## config.mk

```make
export PLATFORM = sky130hd
export DESIGN_NAME = mult_err_sweeper
export DESIGN_NICKNAME = d
export VERILOG_FILES = /design/src/rtl/mult_err_sweeper.sv
export SDC_FILE = /design/constraint.sdc
export NUM_CORES = 1
export LEC_CHECK = 0
export CAP_MARGIN = 15
export CORE_ASPECT_RATIO = 1.5
export CORE_UTILIZATION = 53
export DETAILED_ROUTE_END_ITERATION = 10
export PLACE_DENSITY = 0.79
export SYNTH_ARGS = -nofsm -noshare
export SYNTH_HDL_FRONTEND = slang
export SYNTH_SLANG_ARGS = --single-unit
```

## constraint.sdc

```tcl
create_clock -name clk -period 5.18 [get_ports clk]
set_input_delay 0.518 -clock clk [delete_from_list [all_inputs] [get_ports clk]]
set_output_delay 0.518 -clock clk [all_outputs]
set_load 0.01 [all_outputs]
```

## src/rtl/mult_err_sweeper.sv

```systemverilog
// -----------------------------------------------------------------------------
// mult_err_sweeper
//
// Exhaustive error-characterisation engine for an approximate NxN multiplier.
// Walks every (a,b) operand pair through an external combinational multiplier,
// one pair per cycle. It compares each returned product with the exact product
// and accumulates the error count, the sum of error distances and the maximum
// error distance. The accuracy figures are produced in hardware.
//
// Ports
//   clk        in   1      rising-edge clock
//   rst_n      in   1      asynchronous active-low reset
//   start      in   1      pulse: clear results and begin a sweep (IDLE/DONE only)
//   op_a       out  N      operand a to the multiplier under test (registered)
//   op_b       out  N      operand b to the multiplier under test (registered)
//   approx_y   in   2N     product from the multiplier under test
//   busy       out  1      high from the accepted start until done rises
//   done       out  1      sticky result-valid flag, cleared by the next start
//   err_count  out  2N+1   number of pairs with approx_y != op_a*op_b
//   sum_ed     out  ACC_W  sum of |op_a*op_b - approx_y| (saturating)
//   max_ed     out  2N     largest single |op_a*op_b - approx_y|
// -----------------------------------------------------------------------------
module mult_err_sweeper #(
  parameter int N     = 8,
  parameter int ACC_W = 40
) (
  input  logic               clk,
  input  logic               rst_n,
  input  logic               start,
  output logic [N-1:0]       op_a,
  output logic [N-1:0]       op_b,
  input  logic [2*N-1:0]     approx_y,
  output logic               busy,
  output logic               done,
  output logic [2*N:0]       err_count,
  output logic [ACC_W-1:0]   sum_ed,
  output logic [2*N-1:0]     max_ed
);

  typedef enum logic [1:0] {IDLE, SWEEP, DRAIN, DONE} state_e;

  localparam logic [N-1:0] OP_MAX = {N{1'b1}};
  localparam logic [N-1:0] OP_ONE = {{(N-1){1'b0}}, 1'b1};

  state_e             state_q, state_d;
  logic [N-1:0]       op_a_q, op_a_d;
  logic [N-1:0]       op_b_q, op_b_d;
  logic               drain_q, drain_d;
  logic               busy_q, busy_d;
  logic               done_q, done_d;
  logic               s1_valid_q, s1_valid_d;
  logic [2*N-1:0]     s1_exact_q, s1_exact_d;
  logic [2*N-1:0]     s1_approx_q, s1_approx_d;
  logic [2*N:0]       err_q, err_d;
  logic [ACC_W-1:0]   sum_q, sum_d;
  logic [2*N-1:0]     max_q, max_d;

  // Stage-2 datapath signals.
  logic [2*N-1:0]     a_ext, b_ext;
  logic [2*N-1:0]     ed;
  logic [ACC_W:0]     sum_ext;

  assign a_ext = {{N{1'b0}}, op_a_q};
  assign b_ext = {{N{1'b0}}, op_b_q};

  // Compare first, then subtract. The error distance is always the smaller
  // value taken from the larger one, so no signed arithmetic is needed.
  assign ed = (s1_exact_q >= s1_approx_q) ? (s1_exact_q - s1_approx_q)
                                          : (s1_approx_q - s1_exact_q);

  // One spare carry bit detects overflow. With ACC_W >= 4N it never fires,
  // but it keeps the accumulator from wrapping if the design is reused
  // with a narrower ACC_W.
  assign sum_ext = {1'b0, sum_q} + {{(ACC_W + 1 - 2*N){1'b0}}, ed};

  always_comb begin
    // NOTE: every _d gets its hold value first. A branch that does not assign
    // a signal then keeps the flop's value, instead of inferring a latch.
    state_d     = state_q;
    op_a_d      = op_a_q;
    op_b_d      = op_b_q;
    drain_d     = drain_q;
    busy_d      = busy_q;
    done_d      = done_q;
    s1_valid_d  = 1'b0;
    s1_exact_d  = s1_exact_q;
    s1_approx_d = s1_approx_q;
    err_d       = err_q;
    sum_d       = sum_q;
    max_d       = max_q;

    // Stage 2: fold the pair captured last cycle into the results.
    if (s1_valid_q) begin
      err_d = err_q + {{(2*N){1'b0}}, (ed != '0)};
      sum_d = sum_ext[ACC_W] ? {ACC_W{1'b1}} : sum_ext[ACC_W-1:0];
      max_d = (ed > max_q) ? ed : max_q;
    end

    unique case (state_q)
      IDLE, DONE: begin
        if (start) begin
          state_d = SWEEP;
          op_a_d  = '0;
          op_b_d  = '0;
          drain_d = 1'b0;
          busy_d  = 1'b1;
          done_d  = 1'b0;
          err_d   = '0;
          sum_d   = '0;
          max_d   = '0;
        end
      end

      SWEEP: begin
        // Stage 1: capture the pair currently presented to the multiplier.
        s1_valid_d  = 1'b1;
        s1_exact_d  = a_ext * b_ext;
        s1_approx_d = approx_y;
        if (op_b_q == OP_MAX) begin
          if (op_a_q == OP_MAX) begin
            // The last pair has been captured. The operands hold their value.
            state_d = DRAIN;
          end else begin
            op_b_d = '0;
            op_a_d = op_a_q + OP_ONE;
          end
        end else begin
          op_b_d = op_b_q + OP_ONE;
        end
      end

      DRAIN: begin
        // The first cycle flushes stage 2. The second cycle publishes the results.
        if (drain_q) begin
          state_d = DONE;
          busy_d  = 1'b0;
          done_d  = 1'b1;
        end else begin
          drain_d = 1'b1;
        end
      end

      default: state_d = IDLE;
    endcase
  end

  // NOTE: sequential state uses non-blocking assignments only, so every flop
  // samples the value its _d had before the edge.
  always_ff @(posedge clk or negedge rst_n) begin
    if (!rst_n) begin
      state_q     <= IDLE;
      op_a_q      <= '0;
      op_b_q      <= '0;
      drain_q     <= 1'b0;
      busy_q      <= 1'b0;
      done_q      <= 1'b0;
      s1_valid_q  <= 1'b0;
      s1_exact_q  <= '0;
      s1_approx_q <= '0;
      err_q       <= '0;
      sum_q       <= '0;
      max_q       <= '0;
    end else begin
      state_q     <= state_d;
      op_a_q      <= op_a_d;
      op_b_q      <= op_b_d;
      drain_q     <= drain_d;
      busy_q      <= busy_d;
      done_q      <= done_d;
      s1_valid_q  <= s1_valid_d;
      s1_exact_q  <= s1_exact_d;
      s1_approx_q <= s1_approx_d;
      err_q       <= err_d;
      sum_q       <= sum_d;
      max_q       <= max_d;
    end
  end

  assign op_a      = op_a_q;
  assign op_b      = op_b_q;
  assign busy      = busy_q;
  assign done      = done_q;
  assign err_count = err_q;
  assign sum_ed    = sum_q;
  assign max_ed    = max_q;

endmodule

```

# ---- Word-level counts from Yosys, hierarchy flattened
# Cells that the tools add are included.
dict set report totals {
  n_memories 0
  ram_bits 0
  romBits 0
  latchBits 0
  input_bits 19
  output_inout_bits 91
  register_bits 127
  wordCells 74
}
dict set report classes {
  mux 32
  div 0
  n_eq_ne 11
  add_sub_neg 6
  mul 1
  reduce_logical 10
  n_bitwise 0
  n_shift 0
  magnitude_cmp 2
}
# op count
set op_table {}
lappend op_table {{$mux 40} 4}
lappend op_table {{$mux 16} 5}
lappend op_table {{$mux 17} 3}
lappend op_table {{$add 40x16->41} 1}
lappend op_table {{$mux 8} 5}
lappend op_table {{$pmux 8 s2} 2}
lappend op_table {{$sub 16x16->16} 2}
lappend op_table {{$add 17x1->17} 1}
lappend op_table {{$add 8x1->8 const B} 2}
lappend op_table {{$eq 8x8->1 const B} 2}
lappend op_table {{$ge 16x16->1} 1}
lappend op_table {{$gt 16x16->1} 1}
lappend op_table {{$mul 8x8->16} 1}
lappend op_table {{$reduce_bool 16->1} 1}
lappend op_table {{$ne 2x2->1 const B} 5}
lappend op_table {{$mux 2} 4}
lappend op_table {{$reduce_and 4->1} 2}
lappend op_table {{$pmux 1 s2} 3}
lappend op_table {{$pmux 2 s3} 1}
lappend op_table {{$reduce_and 3->1} 2}
lappend op_table {{$mux 1} 5}
lappend op_table {{$eq 2x2->1 const B} 2}
lappend op_table {{$reduce_bool 2->1} 2}
lappend op_table {{$ne 3x3->1 const B} 1}
lappend op_table {{other kinds (4)} 4}

# ---- Depth between registers and ports, before layout
dict set report depth {
  ltp_word 7
  mapped_depth 24
}

# ---- Worst setup path after synthesis
# No wires, ideal clock.
dict set report synth_path {
  kind {register to register}
  from {register s1_exact_q[0]}
  to {register sum_q[37] (netlist: sum_ed[37])}
  arrival_ns 4.782
  setup_ns 0.086
  required_ns 5.094
  stages_incl_launch_ff 23
  path_slack_ns 0.312
  path_cell_list {dfrtp_1 inv_1 ha_1 inv_1 fa_1 a211oi_1 o21ai_1 a22oi_1 a21o_1 buf_6 buf_2 mux2i_1 inv_1 ha_1 a21o_1 a21oi_1 o211ai_1 a41oi_1 o21ai_1 o311ai_2 nor2_1 and4_1 nor3_1}
}
dict set report synth_via {
  elab_chain_len 7
  elab_cells_between_ends 9
  classes_between {add/sub: 3; order compare: 1; mux: 5}
}
# item line_no
set synth_lines {}
lappend synth_lines {{start, declared} 52} ;# logic [2*N-1:0] s1_exact_q, s1_exact_d;
lappend synth_lines {{start signal, assigned} 171} ;# s1_exact_q <= s1_exact_d;
lappend synth_lines {{$sub 16x16->16 (tied with other cells)} 69} ;# : (s1_approx_q - s1_exact_q);
lappend synth_lines {{$mux 16 (*)} 68} ;# assign ed = (s1_exact_q >= s1_approx_q) ? (s1_exact_q - s1_approx_q)
lappend synth_lines {{$add 40x16->41 (*)} 74} ;# assign sum_ext = {1'b0, sum_q} + {{(ACC_W + 1 - 2*N){1'b0}}, ed};
lappend synth_lines {{$mux 40 (*)} 95} ;# sum_d = sum_ext[ACC_W] ? {ACC_W{1'b1}} : sum_ext[ACC_W-1:0];
lappend synth_lines {{$mux 40 (*)} 93} ;# if (s1_valid_q) begin
lappend synth_lines {{$mux 40} 101} ;# if (start) begin
lappend synth_lines {{$mux 40 (*)} 99} ;# unique case (state_q)
lappend synth_lines {{named net sum_d[37]} 55} ;# logic [ACC_W-1:0] sum_q, sum_d;
lappend synth_lines {{end signal, assigned} 174} ;# sum_q <= sum_d;
lappend synth_lines {{end, declared} 55}
# The timed path passes the listed nets; every way through them passes the cells marked *.
# A chain may end at the register's enable or synchronous reset.

# ---- Final worst setup path
dict set report layout_path {
  from {register s1_exact_q[0]}
  to {register sum_q[38] (netlist: sum_ed[38])}
}
# The elaborated chain is that of the path after synthesis.

==> impl_metrics.toml <==
[floorplanning]
fp.dieArea_um2 = 19600
die_w_um = 115
die_h_um = 171
io_pins = 110
row_count = 61
coreArea_um2 = 18500
initial_core_util_pct = 54.3

[global_routing]
grt_max_degree = 64
grt_use_total_pct = 26.0
grt_overflow = 0
antenna_found_initial = 0
grt_pass1_vias = 8584
grt_pass1_wl_um = 40400

[pwr]
combPwrFrac_pct = 66.2
pwr-share-clk_pct = 14.8
vdd_drop_max_mv = 0.329
switching_share_pct = 47.7
seqPwrFrac_pct = 19.1
p_per_area_nw_per_um2 = 645
power_w = 0.00778
leakage_nw = 5.65
power.switching_w = 0.00371
internal_power_w = 0.00406

[yosys]
synth_area_leaders = "dfrtp_1 (32%), ha_1 (13%), fa_1 (7.8%), inv_1 (4.6%), o21ai_0 (4.5%)"
yosysTopAreaCellShare_pct = 31.6
yosysMostFrequentCell = "dfrtp_1"
syn-num-nets = 1314
synth_cells = 1150
synthFlopType = "dfrtp_1"
async_flop_share_pct = 100
synth_area_leader_cell = "dfrtp_1"
postSynthAreaPerCell_um2 = 8.75
synth_edf_count = 0
synth_area_um2 = 10100
synth_common_cells = "dfrtp_1 (127), inv_1 (124), nand2_1 (109), ha_1 (106)"
synth_seq_cells = 127
seq_area_frac_synth_pct = 31.6
synth_cell_types = 58
yosysWarnings = 0

[clocking]
path_clk_slew_ps = 60
cts.sinks = 127
clockRootBuffer = "clkbuf_16"
htree_levels = 4
ctsHoldBuffers = 0
clock_latency_ps = 430
clock_path_buffers = 2
cts_tree = "done"
numCtsBuffers = 17

[drt]
num_vias = 8631
drc_errors = 0
first_pass_iters = 5
wl_per_cell_um = 16.1
totalWireLength_um = 24500
drtIter0Drc = 560
via_per_inst = 5.69
final_antenna_net_count = 0

[layout]
finalInstanceArea_um2 = 12100
finalNetCount = 1417
insertedDiodeCount = 0
multi_input_area_um2 = 6270
final_cells = 1518
fillers = 1515
regArea_um2 = 3180
drive_gt1_share_pct = 6.00
area_growth_syn_to_layout_pct = 19.9

[timing]
final-hold-violation-count = 0
max_slew_margin_pct = 27.1
skew_ps = 14.9
finalHoldWorstSlack_ps = 118
finalCritPeriodShare_pct = 94.2
drv_slew = 0
setup_viol = 0
fin_crit_ps = 4880
worstMarginPinSlew_ps = 1090
fmax_mhz = 205

[worst_setup_path]
cp_max_fo = 20
rr_worst_depth = 20
cp-startpoint = "s1_exact_q[0]"
path_class = "reg -> reg"
rrSetupSlack_ps = 300
r2r-end = "sum_ed[38]"
arrival_ps = 5130
worstPathRequired_ps = 5430
rr_startpoint = "s1_exact_q[0]"
critPathLaunchType = "register"
end_kind = "register"

[place]
gp_congestion = 0.953
place_area_um2 = 11400
dp_hpwl_um = 18600
place_inst = 1483
port_buffers = 109

[status]
status = "finished, final reports clean"

[worst_hold_path]
hold_class = "in -> async"

[flow_run]
maxCapViolCount = 0
==> per-stage QoR <==
stage	utilization (%)	setup TNS, ps	worst slack (ps)
floorplan	-	0	312
global placement	61.7	0	294
detailed placement	61.7	0	129
CTS	64.7	0	57.9
global route	65.0	-24.8	-24.8
finish	65.0	0	300
==> cell type report <==
| class | instances | share of cell area, % |
|---|---|---|
| clock inverter | 13 | 1.09 |
| inverter | 124 | 3.86 |
| tap | 252 | 2.61 |
| multi-input combinational | 852 | 52.0 |
| timing repair buffer | 131 | 10.5 |
| sequential | 127 | 26.4 |
| clock buffer | 19 | 3.59 |
==> state kept, by name, summed over array words and instances, names as in the netlist <==
name and count:
sum_ed 40, err_count 17, max_ed 16, s1_approx_q 16
s1_exact_q 16, op_a 8, op_b 8, state_q 2
busy 1, done 1, drain_q 1, s1_valid_q 1
==> layer usage <==
| layer | wire length (µm) | GRT usage (%) |
|---|---|---|
| met1 | 9690 | 28.9 |
| met3 | 842 | 3.68 |
| met4 | 835 | 12.4 |
| met2 | 13100 | 48.4 |
| met5 | 0 | 0 |
==> timing repair <==
action                     4_1_cts  5_1_grt
setup endpoints to repair        0       36
gates resized for setup          0       10
setup buffers                    0        3
==> logic make-up after synthesis <==
| group | count (synthesis) | share of synthesized area [%] |
|---|---|---|
| DFF | 127 | 31.6 |
| buffers and inverters | 171 | 6.50 |
| and+or+nand+nor | 355 | 16.7 |
| AOI/OAI and AO/OA | 252 | 15.2 |
| xor gates and xnor gates | 72 | 6.26 |
| muxes | 28 | 2.80 |
| adders and majority gates | 145 | 20.9 |
==> how the worst max path moves through the flow <==
| stage | end | slack, ps | depth (start not counted) |
|---|---|---|---|
| after detailed placement | sum_ed[18] | 130 | 21 |
| final | sum_ed[38] | 300 | 20 |
| after global placement | sum_ed[38] | 290 | 20 |
| after global routing | sum_ed[38] | -20 | 21 |
| after CTS | sum_ed[23] | 60 | 22 |
| after floorplan | sum_ed[37] | 310 | 22 |
==> power by group through the flow <==
stage               clock network (W)  registers (W)  logic [W]
global placement                    0        0.00148    0.00479
detailed placement                  0        0.00149    0.00489
finish                        0.00115        0.00148    0.00515
CTS                           0.00117        0.00148    0.00494
floorplan                           0        0.00147    0.00350
global route                  0.00121        0.00151    0.00567
==> layout by cell type, fill, tap and decap left out, drive strengths merged, types with 3 or more instances in the layout <==
master,n
and2,33
o211ai,6
o21bai,4
a21oi,65
nor2,90
a31oi,12
a21boi,6
ha,106
clkbuf,19
buf,23
or3,6
mux2i,27
o21a,6
nand3,30
nand2,110
inv,129
a211oi,11
or2,4
nand2b,8
xnor2,32
dfrtp,127
o21ai,94
o221a,3
and3,20
and4,4
clkdlybuf4s50,108
clkinv,5
xor2,40
a21o,14
nor3,16
a311oi,8
nand4,16
fa,39
o31ai,4
nor2b,11
nor4,3
==> critical path, stage by stage, from the launching register on <==
cell,delay (ps)
dfrtp_1,380
inv_1,80
ha_1,160
inv_1,50
fa_1,410
a211oi_1,280
o21ai_1,140
a22oi_1,220
a21o_1,180
buf_12,180
mux2_2,340
a21oi_1,140
xnor2_1,220
ha_1,360
a21o_1,180
a221oi_1,280
a21boi_1,320
o21ai_2,170
and2_2,300
a41oi_1,230
a211oi_1,70
No activity file was read; power rests on OpenSTA's default activity.
